$ cat config.mk
export PLATFORM = sky130hd
export DESIGN_NAME = memory_writeback_stage_flat
export DESIGN_NICKNAME = d
export VERILOG_FILES = /design/src/rtl/memory_writeback_stage_if.sv /design/src/rtl/memory_writeback_stage.sv /design/src/flat_wrapper.sv
export SDC_FILE = /design/constraint.sdc
export NUM_CORES = 1
export LEC_CHECK = 0
export CAP_MARGIN = 20
export CORE_AREA = 2 2 129 131
export CTS_CLUSTER_DIAMETER = 150
export DETAILED_ROUTE_END_ITERATION = 6
export DIE_AREA = 0 0 131 133
export HOLD_SLACK_MARGIN = 0.06
export PLACE_DENSITY = 0.76
export SLEW_MARGIN = 20
export SYNTH_ARGS = -nofsm -noshare
export SYNTH_HDL_FRONTEND = slang
export SYNTH_SLANG_ARGS = --single-unit
$ cat constraint.sdc
create_clock -name clk -period 4.1 [get_ports clk]
set_clock_uncertainty 0.15 [all_clocks]
set_input_delay 0.41 -clock clk [delete_from_list [all_inputs] [get_ports clk]]
set_output_delay 0.41 -clock clk [all_outputs]
set_load 0.01 [all_outputs]
$ cat src/rtl/memory_writeback_stage_if.sv
// Data-memory request/grant/response bus between the writeback stage and memory.
interface memory_writeback_stage_if #(parameter int XLEN = 32);
    logic            dm_req;
    logic            dm_we;
    logic [XLEN-1:0] dm_addr;
    logic [XLEN-1:0] dm_wdata;
    logic [3:0]      dm_be;
    logic            dm_gnt;
    logic            dm_rvalid;
    logic [XLEN-1:0] dm_rdata;

    modport master (
        output dm_req, dm_we, dm_addr, dm_wdata, dm_be,
        input  dm_gnt, dm_rvalid, dm_rdata
    );

    modport slave (
        input  dm_req, dm_we, dm_addr, dm_wdata, dm_be,
        output dm_gnt, dm_rvalid, dm_rdata
    );
endinterface

$ cat src/rtl/memory_writeback_stage.sv
// Pipeline back end: optional data-memory load/store, then register-file writeback.
// Loads/stores hold ex_ready low until the bus transaction finishes.
module memory_writeback_stage #(
    parameter int XLEN = 32
) (
    input  logic            clk,
    input  logic            reset,
    input  logic            ex_valid,
    output logic            ex_ready,
    input  logic [XLEN-1:0] alu_y,
    input  logic [XLEN-1:0] rrd2,
    input  logic [4:0]      rd,
    input  logic [XLEN-1:0] pc_4,
    input  logic            reg_write,
    input  logic [1:0]      mem_op,
    input  logic [1:0]      mem_size,
    input  logic            mem_unsigned,
    input  logic [1:0]      wb_sel,
    memory_writeback_stage_if.master dm,
    output logic            regwe,
    output logic [4:0]      regwa,
    output logic [XLEN-1:0] regwd,
    output logic            misaligned
);

    localparam logic [1:0] IDLE = 2'd0;
    localparam logic [1:0] REQ  = 2'd1;
    localparam logic [1:0] RESP = 2'd2;

    logic [1:0]      state;
    logic [1:0]      cap_lane;
    logic [4:0]      cap_rd;
    logic [1:0]      cap_size;
    logic            cap_uns;

    logic            is_load;
    logic            is_store;
    logic            aligned;
    logic [3:0]      be_next;
    logic [XLEN-1:0] wdata_next;
    logic [XLEN-1:0] wb_val;
    logic [XLEN-1:0] lane;
    logic [XLEN-1:0] load_ext;

    assign ex_ready  = (state == IDLE);
    assign dm.dm_req = (state == REQ);

    // Decode the presented operation: alignment, byte enables, lane-replicated store data.
    always_comb begin
        is_load  = (mem_op == 2'b01);
        is_store = (mem_op == 2'b10);
        case (mem_size)
            2'b00: begin
                aligned    = 1'b1;
                be_next    = 4'b0001 << alu_y[1:0];
                wdata_next = {(XLEN/8){rrd2[7:0]}};
            end
            2'b01: begin
                aligned    = ~alu_y[0];
                be_next    = 4'b0011 << alu_y[1:0];
                wdata_next = {(XLEN/16){rrd2[15:0]}};
            end
            default: begin
                aligned    = (alu_y[1:0] == 2'b00);
                be_next    = 4'b1111;
                wdata_next = rrd2;
            end
        endcase
        // Only pc_4 is a real alternative for non-load ops; every other code takes alu_y.
        wb_val = (wb_sel == 2'b10) ? pc_4 : alu_y;
    end

    // Pick the addressed lane out of the load word and sign/zero-extend it.
    always_comb begin
        lane = dm.dm_rdata >> {cap_lane, 3'b000};
        case (cap_size)
            2'b00:   load_ext = {{(XLEN-8){~cap_uns & lane[7]}}, lane[7:0]};
            2'b01:   load_ext = {{(XLEN-16){~cap_uns & lane[15]}}, lane[15:0]};
            default: load_ext = lane;
        endcase
    end

    // Control FSM, captured operation, bus outputs and writeback pulses.
    always_ff @(posedge clk or posedge reset) begin
        if (reset) begin
            state       <= IDLE;
            cap_lane    <= 2'b00;
            cap_rd      <= 5'd0;
            cap_size    <= 2'b00;
            cap_uns     <= 1'b0;
            dm.dm_we    <= 1'b0;
            dm.dm_addr  <= '0;
            dm.dm_wdata <= '0;
            dm.dm_be    <= 4'b0000;
            regwe       <= 1'b0;
            regwa       <= 5'd0;
            regwd       <= '0;
            misaligned  <= 1'b0;
        end else begin
            regwe      <= 1'b0;
            misaligned <= 1'b0;
            case (state)
                IDLE: begin
                    if (ex_valid) begin
                        if (is_load || is_store) begin
                            if (aligned) begin
                                state       <= REQ;
                                cap_lane    <= alu_y[1:0];
                                cap_rd      <= rd;
                                cap_size    <= mem_size;
                                cap_uns     <= mem_unsigned;
                                dm.dm_we    <= is_store;
                                dm.dm_addr  <= {alu_y[XLEN-1:2], 2'b00};
                                dm.dm_wdata <= wdata_next;
                                dm.dm_be    <= be_next;
                            end else begin
                                // Misaligned accesses are dropped: no bus traffic, no writeback.
                                misaligned <= 1'b1;
                            end
                        end else begin
                            regwe <= reg_write && (rd != 5'd0);
                            regwa <= rd;
                            regwd <= wb_val;
                        end
                    end
                end
                REQ: begin
                    if (dm.dm_gnt)
                        state <= dm.dm_we ? IDLE : RESP;
                end
                RESP: begin
                    if (dm.dm_rvalid) begin
                        state <= IDLE;
                        regwe <= (cap_rd != 5'd0);
                        regwa <= cap_rd;
                        regwd <= load_ext;
                    end
                end
                default: state <= IDLE;
            endcase
        end
    end

endmodule

$ cat src/flat_wrapper.sv
// flat-port wrapper written by rule: the top's interface ports become plain ports
module memory_writeback_stage_flat 
#(
    parameter int XLEN = 32
)
  (clk, reset, ex_valid, ex_ready, alu_y, rrd2, rd, pc_4, reg_write, mem_op, mem_size, mem_unsigned, wb_sel, regwe, regwa, regwd, misaligned, dm_dm_req, dm_dm_we, dm_dm_addr, dm_dm_wdata, dm_dm_be, dm_dm_gnt, dm_dm_rvalid, dm_dm_rdata);
  memory_writeback_stage_if #(.XLEN(XLEN)) dm_i ();
  input  logic clk;
  input  logic reset;
  input  logic ex_valid;
  output logic ex_ready;
  input  logic [XLEN-1:0] alu_y;
  input  logic [XLEN-1:0] rrd2;
  input  logic [4:0] rd;
  input  logic [XLEN-1:0] pc_4;
  input  logic reg_write;
  input  logic [1:0] mem_op;
  input  logic [1:0] mem_size;
  input  logic mem_unsigned;
  input  logic [1:0] wb_sel;
  output logic regwe;
  output logic [4:0] regwa;
  output logic [XLEN-1:0] regwd;
  output logic misaligned;
  output wire logic [$bits(dm_i.dm_req)-1:0] dm_dm_req;
  output wire logic [$bits(dm_i.dm_we)-1:0] dm_dm_we;
  output wire logic [$bits(dm_i.dm_addr)-1:0] dm_dm_addr;
  output wire logic [$bits(dm_i.dm_wdata)-1:0] dm_dm_wdata;
  output wire logic [$bits(dm_i.dm_be)-1:0] dm_dm_be;
  input wire logic [$bits(dm_i.dm_gnt)-1:0] dm_dm_gnt;
  input wire logic [$bits(dm_i.dm_rvalid)-1:0] dm_dm_rvalid;
  input wire logic [$bits(dm_i.dm_rdata)-1:0] dm_dm_rdata;
  assign dm_dm_req = dm_i.dm_req;
  assign dm_dm_we = dm_i.dm_we;
  assign dm_dm_addr = dm_i.dm_addr;
  assign dm_dm_wdata = dm_i.dm_wdata;
  assign dm_dm_be = dm_i.dm_be;
  assign dm_i.dm_gnt = dm_dm_gnt;
  assign dm_i.dm_rvalid = dm_dm_rvalid;
  assign dm_i.dm_rdata = dm_dm_rdata;
  memory_writeback_stage #(.XLEN(XLEN)) u_core (.clk(clk), .reset(reset), .ex_valid(ex_valid), .ex_ready(ex_ready), .alu_y(alu_y), .rrd2(rrd2), .rd(rd), .pc_4(pc_4), .reg_write(reg_write), .mem_op(mem_op), .mem_size(mem_size), .mem_unsigned(mem_unsigned), .wb_sel(wb_sel), .dm(dm_i), .regwe(regwe), .regwa(regwa), .regwd(regwd), .misaligned(misaligned));
endmodule
==> summary.txt <==
Synth
  – Mapped Cells: 665
  – Synth async-reset ratio: 100%
  – Mapped Avg Cell Area: 9.42 um^2
  – Seq/Total Area, Yosys: 47.1%
  – Primary FF master, synth: dfrtp_1
  – Cell variety after synth: 47
  – Warning count from the yosys run: 0
  – Register bit total from synthesis: 118
  – Synthesized area: 0.00627 mm^2
  – EDFF count, synth: 0

Placed design
  – Pre-CTS WS: 1100 ps
  – Detail Placement HPWL: 14300 um
  – Placed insts: 1099
  – Placed cell areas: 0.00892 mm^2
  – GPL Wtd Cong: 0.798
  – I/O Buffers: 253

GRT
  – Total track usage: 22.9%
  – Initial antenna violation count: 1
  – Vias in the first global route: 5800
  – First-pass GRT wire length: 30800 um
  – Largest net degree at the start of global routing: 62
  – Congestion Overflow GR: 0

Critical path
  – Worst R2R Path Depth: 4
  – Worst endpoint required time: 4250 ps
  – R2r endpoint: u_core.regwd[28]
  – R2r setup slk: 1570 ps
  – Worst Setup Path Type: primary input to flop
  – CP Capture Point: u_core.cap_size[1]
  – Reg2reg start: u_core.cap_lane[1]
  – Crit start category: primary input
  – Critical path arrival: 2710 ps
  – Setup crit start: mem_op[0]
  – Crit. End Element: flop
  – Maximum fanout along the worst path: 46

Timing
  – Max Freq: 390 MHz
  – Hold Slack: 322 ps
  – Worst slew pin tran: 897 ps
  – Final hold vios: 0
  – Final Setup Violations: 0
  – Final Max Slew Viols: 0
  – Setup_tns: 0 ps
  – Slew HR: 40.2%
  – Final Critical Period: 2560 ps
  – Worst Slack Setup Final: 1540 ps
  – RSZ-0062 raised after global routing: no
  – Period utilisation layout: 62.5%

Flow run
  – Maximum Capacitance Violations: 0

Power
  – Max IR drop VDD: 0.000315 V
  – Static Leak: 4.03 nW
  – Pwr/cell area: 611 mW/mm^2

Die
  – Ports: 256
  – Die X: 131 um
  – Starting Density: 38.7%
  – Die height: 133 um
  – Area of the die: 0.0174 mm^2
  – Row cnt: 47
  – CORE AREA: 0.0162 mm^2

Route
  – First DRT Iteration DRCs: 268
  – Drt pass-1 iters: 6
  – ANT nets after route: 0
  – Detailed Route WL: 19900 um
  – Wire per inst: 17.6 um
  – Drt drc: 0
  – Vias: 5738
  – Via-to-Cell Ratio: 5.08

Cells and area
  – Area Growth Syn to Fin: 52.2%
  – Diodes inserted: 0
  – Multi-input gate area: 0.00301 mm^2
  – Final Instance Count excl. Fillers: 1130
  – Fill cells: 1386
  – Reg area: 0.00295 mm^2
  – Layout Nets: 1045
  – Most frequent cells in the layout: clkdlybuf4s50_1 (253), nand2_1 (200), dfrtp_1 (118), nor2_1 (46)
  – Ratio of cells with drive above 1 in the final layout: 9.56%
  – Final instance area: 0.00954 mm^2
  – Leading cell type in the layout, fill and taps excluded: clkdlybuf4s50_1

Clocking
  – Worst-path clk slew: 50 ps
  – Root Driver: clkbuf_16
  – TritonCTS Buffers: 17
  – Worst skew pair latency: 420 ps
  – Sink Count: 118
  – CTS max path bufs: 2
  – Setup bufs post-CTS: 0
  – H-tree levels: 4
  – Post-CTS resize count: 0
  – Post-cts hold buffer count: 0
  – CTS tree: built

Worst hold path
  – Worst Hold Class: flop to flop

Outcome
  – Outcome: complete, no violations
## power by group
part	leakage, nW	switching (mW)	total [mW]	internal (mW)
sequential	1.43	0.320	1.94	1.62
combinational	2.31	1.00	2.29	1.29
clock	0.283	0.561	1.59	1.03
## per-stage QoR
step	utilization (%)	power, mW
finish	59.0	5.82
global route	59.0	6.14
CTS	59.0	5.86
detailed placement	55.1	4.24
global placement	55.1	4.19
floorplan	-	2.99
## sequential cells by signal, summed over array words and instances, names as in the netlist, 2 cells and up
signal and count:
u_core.cap_size 2, u_core.regwa 5, u_core.regwd 32, u_core.dm.dm_be 4, u_core.state 2, u_core.dm.dm_addr 30
u_core.cap_lane 2, u_core.dm.dm_wdata 32, u_core.cap_rd 5
## how the worst min path moves through the flow
stage | endpoint | cells after the start | start | slack, ps
CTS | u_core.dm.dm_addr[23] | 2 | u_core.dm.dm_addr[23] | 330
finish | u_core.dm.dm_addr[23] | 2 | u_core.dm.dm_addr[23] | 320
detailed placement | u_core.dm.dm_addr[25] | 2 | u_core.dm.dm_addr[25] | 310
floorplan | u_core.cap_rd[4] | 2 | u_core.cap_rd[4] | 310
global placement | u_core.dm.dm_addr[17] | 2 | u_core.dm.dm_addr[17] | 310
global route | u_core.dm.dm_addr[23] | 2 | u_core.dm.dm_addr[23] | 350
## per-layer routing
metal / vias up / GRT usage, % / routed length [um]
met2: 232 / 36.6 / 9340
met1: 2700 / 29.1 / 8480
met3: 46 / 6.71 / 1480
met5: - / 0 / 12
met4: 2 / 9.04 / 554
li1: 2758 / - / -
## cell families (layout without fill, tap and decap cells)
family	Yosys count	in the layout	synth area share, %
and+or+nand+nor	310	310	21.9
DFF	118	118	47.1
AOI/OAI and AO/OA	116	116	14.3
buffers and inverters	60	304	5.29
muxes	56	56	10.7
xor gates and xnor gates	3	3	0.419
adders and majority gates	1	1	0.200
other	1	2	0.0598
## cells in the mapped netlist (all sizes together), types with 2 or more instances
master / number / share of area (%)
a211oi: 24 / 2.9
a21oi: 19 / 1.6
a221o: 9 / 1.4
a221oi: 24 / 4.4
a31oi: 5 / 0.50
and3: 2 / 0.20
buf: 40 / 4.1
clkbuf: 13 / 0.78
dfrtp: 118 / 47
inv: 7 / 0.42
mux2: 16 / 2.9
mux2i: 33 / 5.3
mux4: 7 / 2.5
nand2: 201 / 12
nand2b: 3 / 0.30
nand3b: 3 / 0.36
nor2: 47 / 2.9
nor2b: 34 / 3.4
nor3: 9 / 0.72
nor4: 3 / 0.64
o21ai: 18 / 1.4
o21bai: 2 / 0.24
o22ai: 3 / 0.30
o2bb2ai: 7 / 0.98
o32ai: 2 / 0.28
or4: 2 / 0.24
xnor2: 3 / 0.42
## area by class of cell
class	count	share of cell area [%]
Timing Repair Buffer	266	27.8
Clock inverter	12	1.88
Inverter	7	0.302
Multi-Input combinational cell	488	31.5
Clock buffer	19	4.64
Tap cell	220	2.89
Sequential cell	118	31.0
## critical path, stage by stage
cell	delay (ps)
clkdlybuf4s50_1	460
inv_1	40
ha_1	350
nor4b_4	370
nand3_4	460
buf_4	410
a21o_1	210
No activity file was read; power rests on OpenSTA's default activity.
==> RTL edit 1 (same flow settings) <==
Reset style: synchronous (`reset`), changed in one clocked block.
--- a/src/rtl/memory_writeback_stage.sv
+++ b/src/rtl/memory_writeback_stage.sv
@@ -82,5 +82,5 @@
 
     // Control FSM, captured operation, bus outputs and writeback pulses.
-    always_ff @(posedge clk or posedge reset) begin
+    always_ff @(posedge clk) begin
         if (reset) begin
             state       <= IDLE;
Formal check against the unedited RTL: differs if reset is asserted again (counterexample within 4 cycles, from zero or initial values and one cycle with reset high); with reset held inactive, the same outputs for 4 cycles.
==> RTL edit 1 against the unedited design <==
  * Critical path depth rose by 1
  * Core utilization shrank 1.5 points
  * Die area did not move
  * Final area decreased by 2.6%
  * Worst hold slack worse by 0.21 ns
  * Synthesized area decreased by 4.2%
  * Setup slack worse by 0.27 ns
  * Wire length rose by 7.5%
  * Sequential cell count unchanged
  * Cell count grew 5.0%
  * Register-to-register slack worse by 0.04 ns
  * Critical path type unchanged
Power is not compared: it rests on default switching activity, and its combinational part moved more than twofold at a synthesized area within 25%.
==> RTL edit 1: results (changes against the unedited design) <==
| Metric | Value |
|---|---|
| Status | `finished clean (unchanged)` |
| Slowest CP cell | `or4b_1 (was clkdlybuf4s50_1)` |
| Fillers | `1450 (was 1386)` |
| Vias post-DR | `6350 (was 5738)` |
| Post-DP HPWL | `15300 um (was 14300 um)` |
| Area contributors post-synth | `dfxtp_1, nand2_1, mux2i_1 (was dfrtp_1, nand2_1, mux2i_1)` |
| H-tree depth | `4 (unchanged)` |
| Sequential area share after synthesis | `0.393 (was 0.471)` |
| Total Wirelength | `21400 um (was 19900 um)` |
| Main flop type after synthesis | `dfxtp_1 (was dfrtp_1)` |
| Flop-to-flop setup slack | `1.53 ns (was 1.57 ns)` |
| First-pass GRT wire length | `32400 um (was 30800 um)` |
| Hold/Removal Path Class | `input port to register (was register to register)` |
| Post-synth cell types | `48 (was 47)` |
| NumNets Final | `1102 (was 1045)` |
| GPL Wtd Cong | `0.906 (was 0.798)` |
| Worst R2R Path Depth | `5 (was 4)` |
| Async S/R FF share, synth | `0 (was 1.00)` |
| Max stage delay on crit path | `0.64 ns (was 0.46 ns)` |
| CTS Buf Count | `17 (unchanged)` |
| List of most frequent post-synthesis cells | `nand2_1, dfxtp_1, a21oi_1 (was nand2_1, dfrtp_1, nor2_1)` |
| Critical Path Start | `mem_op[0] (unchanged)` |
| Worst Path Arrival | `3.00 ns (was 2.71 ns)` |
| Tot GR Track Use | `0.241 (was 0.229)` |
| DR iter-0 viols | `493 (was 268)` |
| Initial antenna violation count | `0 (was 1)` |
| 1st-pass router iterations | `5 (was 6)` |
| Share of cells above drive strength 1 | `0.0827 (was 0.0956)` |
| Reg2reg start | `u_core.state[0] (was u_core.cap_lane[1])` |
| Vias in the first global route | `5831 (was 5800)` |
[RTL edit 1: through the flow]
stage,setup slack [ns],cells,utilization,cell area (um^2),total power [mW]
6_report,1.27,1187,0.574,9290,3.55
2_1_floorplan,1.83,738,-,6010,1.57
3_3_place_gp,0.924,1156,0.534,8640,1.92
4_1_cts,1.30,1187,0.574,9290,3.57
3_5_place_dp,0.882,1156,0.534,8640,1.92
5_1_grt,1.10,1187,0.574,9290,3.68
[RTL edit 1: kinds of logic (layout without fill, tap and decap cells)]
kind of cell,after synthesis,count (layout),share of synthesized area
adders and majority gates,1,1,0.00208
DFF,118,118,0.393
other,1,2,0.000624
AOI/OAI and AO/OA,232,232,0.270
muxes,57,57,0.100
and+or+nand+nor,255,255,0.178
buffers and inverters,72,301,0.0542
xor gates and xnor gates,1,1,0.00146
[RTL edit 1: cell type report]
class | instances | area, um^2 | share of cell area
Clock buffer | 22 | 474 | 0.0510
Clock inverter | 9 | 173 | 0.0186
Inverter | 2 | 7.51 | 0.000808
Multi-Input combinational cell | 548 | 3360 | 0.361
Sequential cell | 118 | 2360 | 0.254
Tap cell | 220 | 275 | 0.0296
Timing Repair Buffer | 268 | 2640 | 0.284
[RTL edit 1: worst min path at each step]
stage	startpoint	end	slack (ns)	cells past startpoint
floorplan	u_core.cap_uns	u_core.cap_uns	0.29	2
CTS	reset	u_core.cap_rd[4]	0.10	2
detailed placement	u_core.dm.dm_addr[28]	u_core.dm.dm_addr[28]	0.30	2
global placement	u_core.dm.dm_addr[14]	u_core.dm.dm_addr[14]	0.29	2
finish	reset	u_core.cap_rd[4]	0.11	2
global route	reset	u_core.cap_rd[3]	0.12	2
[RTL edit 1: critical path, delay by kind of cell]
family / cells / cell delay [ns]
and+or+nand+nor: 2 / 0.75
AOI/OAI and AO/OA: 2 / 0.47
buffers and inverters: 3 / 1.04
adders and majority gates: 1 / 0.31
[RTL edit 1: layer usage]
metal | track usage | part of all wire
met1 | 0.324 | 0.44
met2 | 0.372 | 0.47
met3 | 0.0631 | 0.062
met4 | 0.0875 | 0.027
met5 | 0 | 0
[RTL edit 1: report_power, final]
part	switching [mW]	total (mW)	leakage (nW)	internal, mW
combinational	0.311	0.654	1.92	0.342
clock	0.525	1.64	0.316	1.12
sequential	0.0401	1.25	0.961	1.21
==> RTL edit 2 (config.mk and constraints unchanged) <==
Made on the original files. `XLEN` is set to 32 in 3 places; all go to 16.
--- a/src/rtl/memory_writeback_stage_if.sv
+++ b/src/rtl/memory_writeback_stage_if.sv
@@ -1,4 +1,4 @@
 // Data-memory request/grant/response bus between the writeback stage and memory.
-interface memory_writeback_stage_if #(parameter int XLEN = 32);
+interface memory_writeback_stage_if #(parameter int XLEN = 16);
     logic            dm_req;
     logic            dm_we;
--- a/src/rtl/memory_writeback_stage.sv
+++ b/src/rtl/memory_writeback_stage.sv
@@ -2,5 +2,5 @@
 // Loads/stores hold ex_ready low until the bus transaction finishes.
 module memory_writeback_stage #(
-    parameter int XLEN = 32
+    parameter int XLEN = 16
 ) (
     input  logic            clk,
--- a/src/flat_wrapper.sv
+++ b/src/flat_wrapper.sv
@@ -2,5 +2,5 @@
 module memory_writeback_stage_flat 
 #(
-    parameter int XLEN = 32
+    parameter int XLEN = 16
 )
   (clk, reset, ex_valid, ex_ready, alu_y, rrd2, rd, pc_4, reg_write, mem_op, mem_size, mem_unsigned, wb_sel, regwe, regwa, regwd, misaligned, dm_dm_req, dm_dm_we, dm_dm_addr, dm_dm_wdata, dm_dm_be, dm_dm_gnt, dm_dm_rvalid, dm_dm_rdata);
Interface: changed (7 resized); port bits go from 256 to 144. The function was not compared with the original's and may differ.
==> RTL edit 2 against the unedited design <==
  * Synthesized area fell by 46%
  * Count of clock-buffer cells in the layout fell by 9
  * Core utilization fell by 26 points
  * Sequential cell count fell by 48
  * Final area fell by 44%
  * Power fell by 45%
  * Wire length fell by 50%
  * Register-to-register slack improved by 0.12 ns
  * Setup slack got worse by 0.073 ns
  * Combinational power fell by 48%
  * Maximum frequency fell by 2.8%
  * Largest cell class is now sequential cells
  * Largest power group unchanged
==> RTL edit 2: results (changes against the unedited design) <==
| Metric | Value |
|---|---|
| Status | `finished clean (unchanged)` |
| M3 GR Usage | `0.0562 (was 0.0671)` |
| PortBufs | `141 (was 253)` |
| Largest net degree at the start of global routing | `43 (was 62)` |
| H-tree depth | `3 (was 4)` |
| M2 GR Usage | `0.185 (was 0.366)` |
| NumNets Final | `520 (was 1045)` |
| CTS Buf Count | `9 (was 17)` |
| Post-DP HPWL | `7640 um (was 14300 um)` |
| Tot GR Track Use | `0.117 (was 0.229)` |
| Crit Path Max Fanout | `29 (was 46)` |
| GPL Wtd Cong | `0.741 (was 0.798)` |
| Initial antenna violation count | `0 (was 1)` |
| Post-Synth Adder-Cell Area | `0.00368 (was 0.00200)` |
| Post-synth cell types | `36 (was 47)` |
| Met1 usage | `0.144 (was 0.291)` |
| Multiplexer share of the synthesized area | `0.191 (was 0.107)` |
| Vias in the first global route | `2841 (was 5800)` |
| First-pass GRT wire length | `15500 um (was 30800 um)` |
| Largest regs | `u_core.dm.dm_wdata: 16 flops, u_core.regwd: 16 flops, u_core.dm.dm_addr: 14 flops (was u_core.dm.dm_wdata: 32 flops, u_core.regwd: 32 flops, u_core.dm.dm_addr: 30 flops)` |
| Sw frac | `0.304 (was 0.323)` |
| Reg2reg start | `u_core.state[1] (was u_core.cap_lane[1])` |
| WL/cell | `15.1 um (was 17.6 um)` |
| Clock share of power | `0.265 (was 0.273)` |
| Synth Area in Compound Gates | `0.125 (was 0.143)` |
| Worst vdd ir | `0.000253 V (was 0.000315 V)` |
| Share of total power in sequential cells | `0.360 (was 0.333)` |
| Clk_lat worst skew | `0.33 ns (was 0.42 ns)` |
-- RTL edit 2: changes by cell type in the layout (fill, tap and decap cells not counted), sizes merged, moves of 24 or more --
cell           delta
a221oi           -24
nand2           -152
clkdlybuf4s50   -112
nor2             -39
a211oi           -24
nor2b            -31
dfrtp            -48
-- RTL edit 2: cell families after synthesis --
| family | Yosys count |
|---|---|
| simple gates | 80 |
| other cells | 1 |
| mux | 61 |
| compound gates | 60 |
| fa+ha+maj | 1 |
| buf+inv | 27 |
| flops | 70 |
-- RTL edit 2: layout make-up --
class / instances / area, um^2
clock inverters: 6 / 85.1
repair buffers: 145 / 1440
multi-input cells: 204 / 1500
inverters: 7 / 27.5
flip-flops and latches: 70 / 1750
well taps: 220 / 275
clock buffers: 10 / 239
fillers: 1660 / 10900
-- RTL edit 2: per-stage QoR --
stage,hold WS [ns],setup slack [ns]
2_1_floorplan,0.331,1.77
3_3_place_gp,0.312,1.12
3_5_place_dp,0.319,1.07
4_1_cts,0.333,1.43
5_1_grt,0.357,1.33
6_report,0.326,1.46
-- RTL edit 2: critical path, stage by stage --
cell and delay, ns:
clkdlybuf4s50_1 0.46, inv_1 0.04, ha_1 0.33, nor4b_2 0.47, o21ai_4 0.37, buf_4 0.32
mux2_2 0.29
-- RTL edit 2: how the worst max path moves through the flow --
stage / to / slack [ns]
finish: u_core.dm.dm_wdata[3] / 1.46
global route: u_core.dm.dm_wdata[7] / 1.33
CTS: u_core.dm.dm_wdata[3] / 1.43
detailed placement: u_core.dm.dm_wdata[3] / 1.07
global placement: u_core.dm.dm_wdata[1] / 1.12
floorplan: u_core.cap_lane[0] / 1.77
-- RTL edit 2: routing by layer --
layer	share of wire	wire, um
met1	0.43	4310
met2	0.45	4540
met4	0.0078	78
met5	0	0
met3	0.11	1090
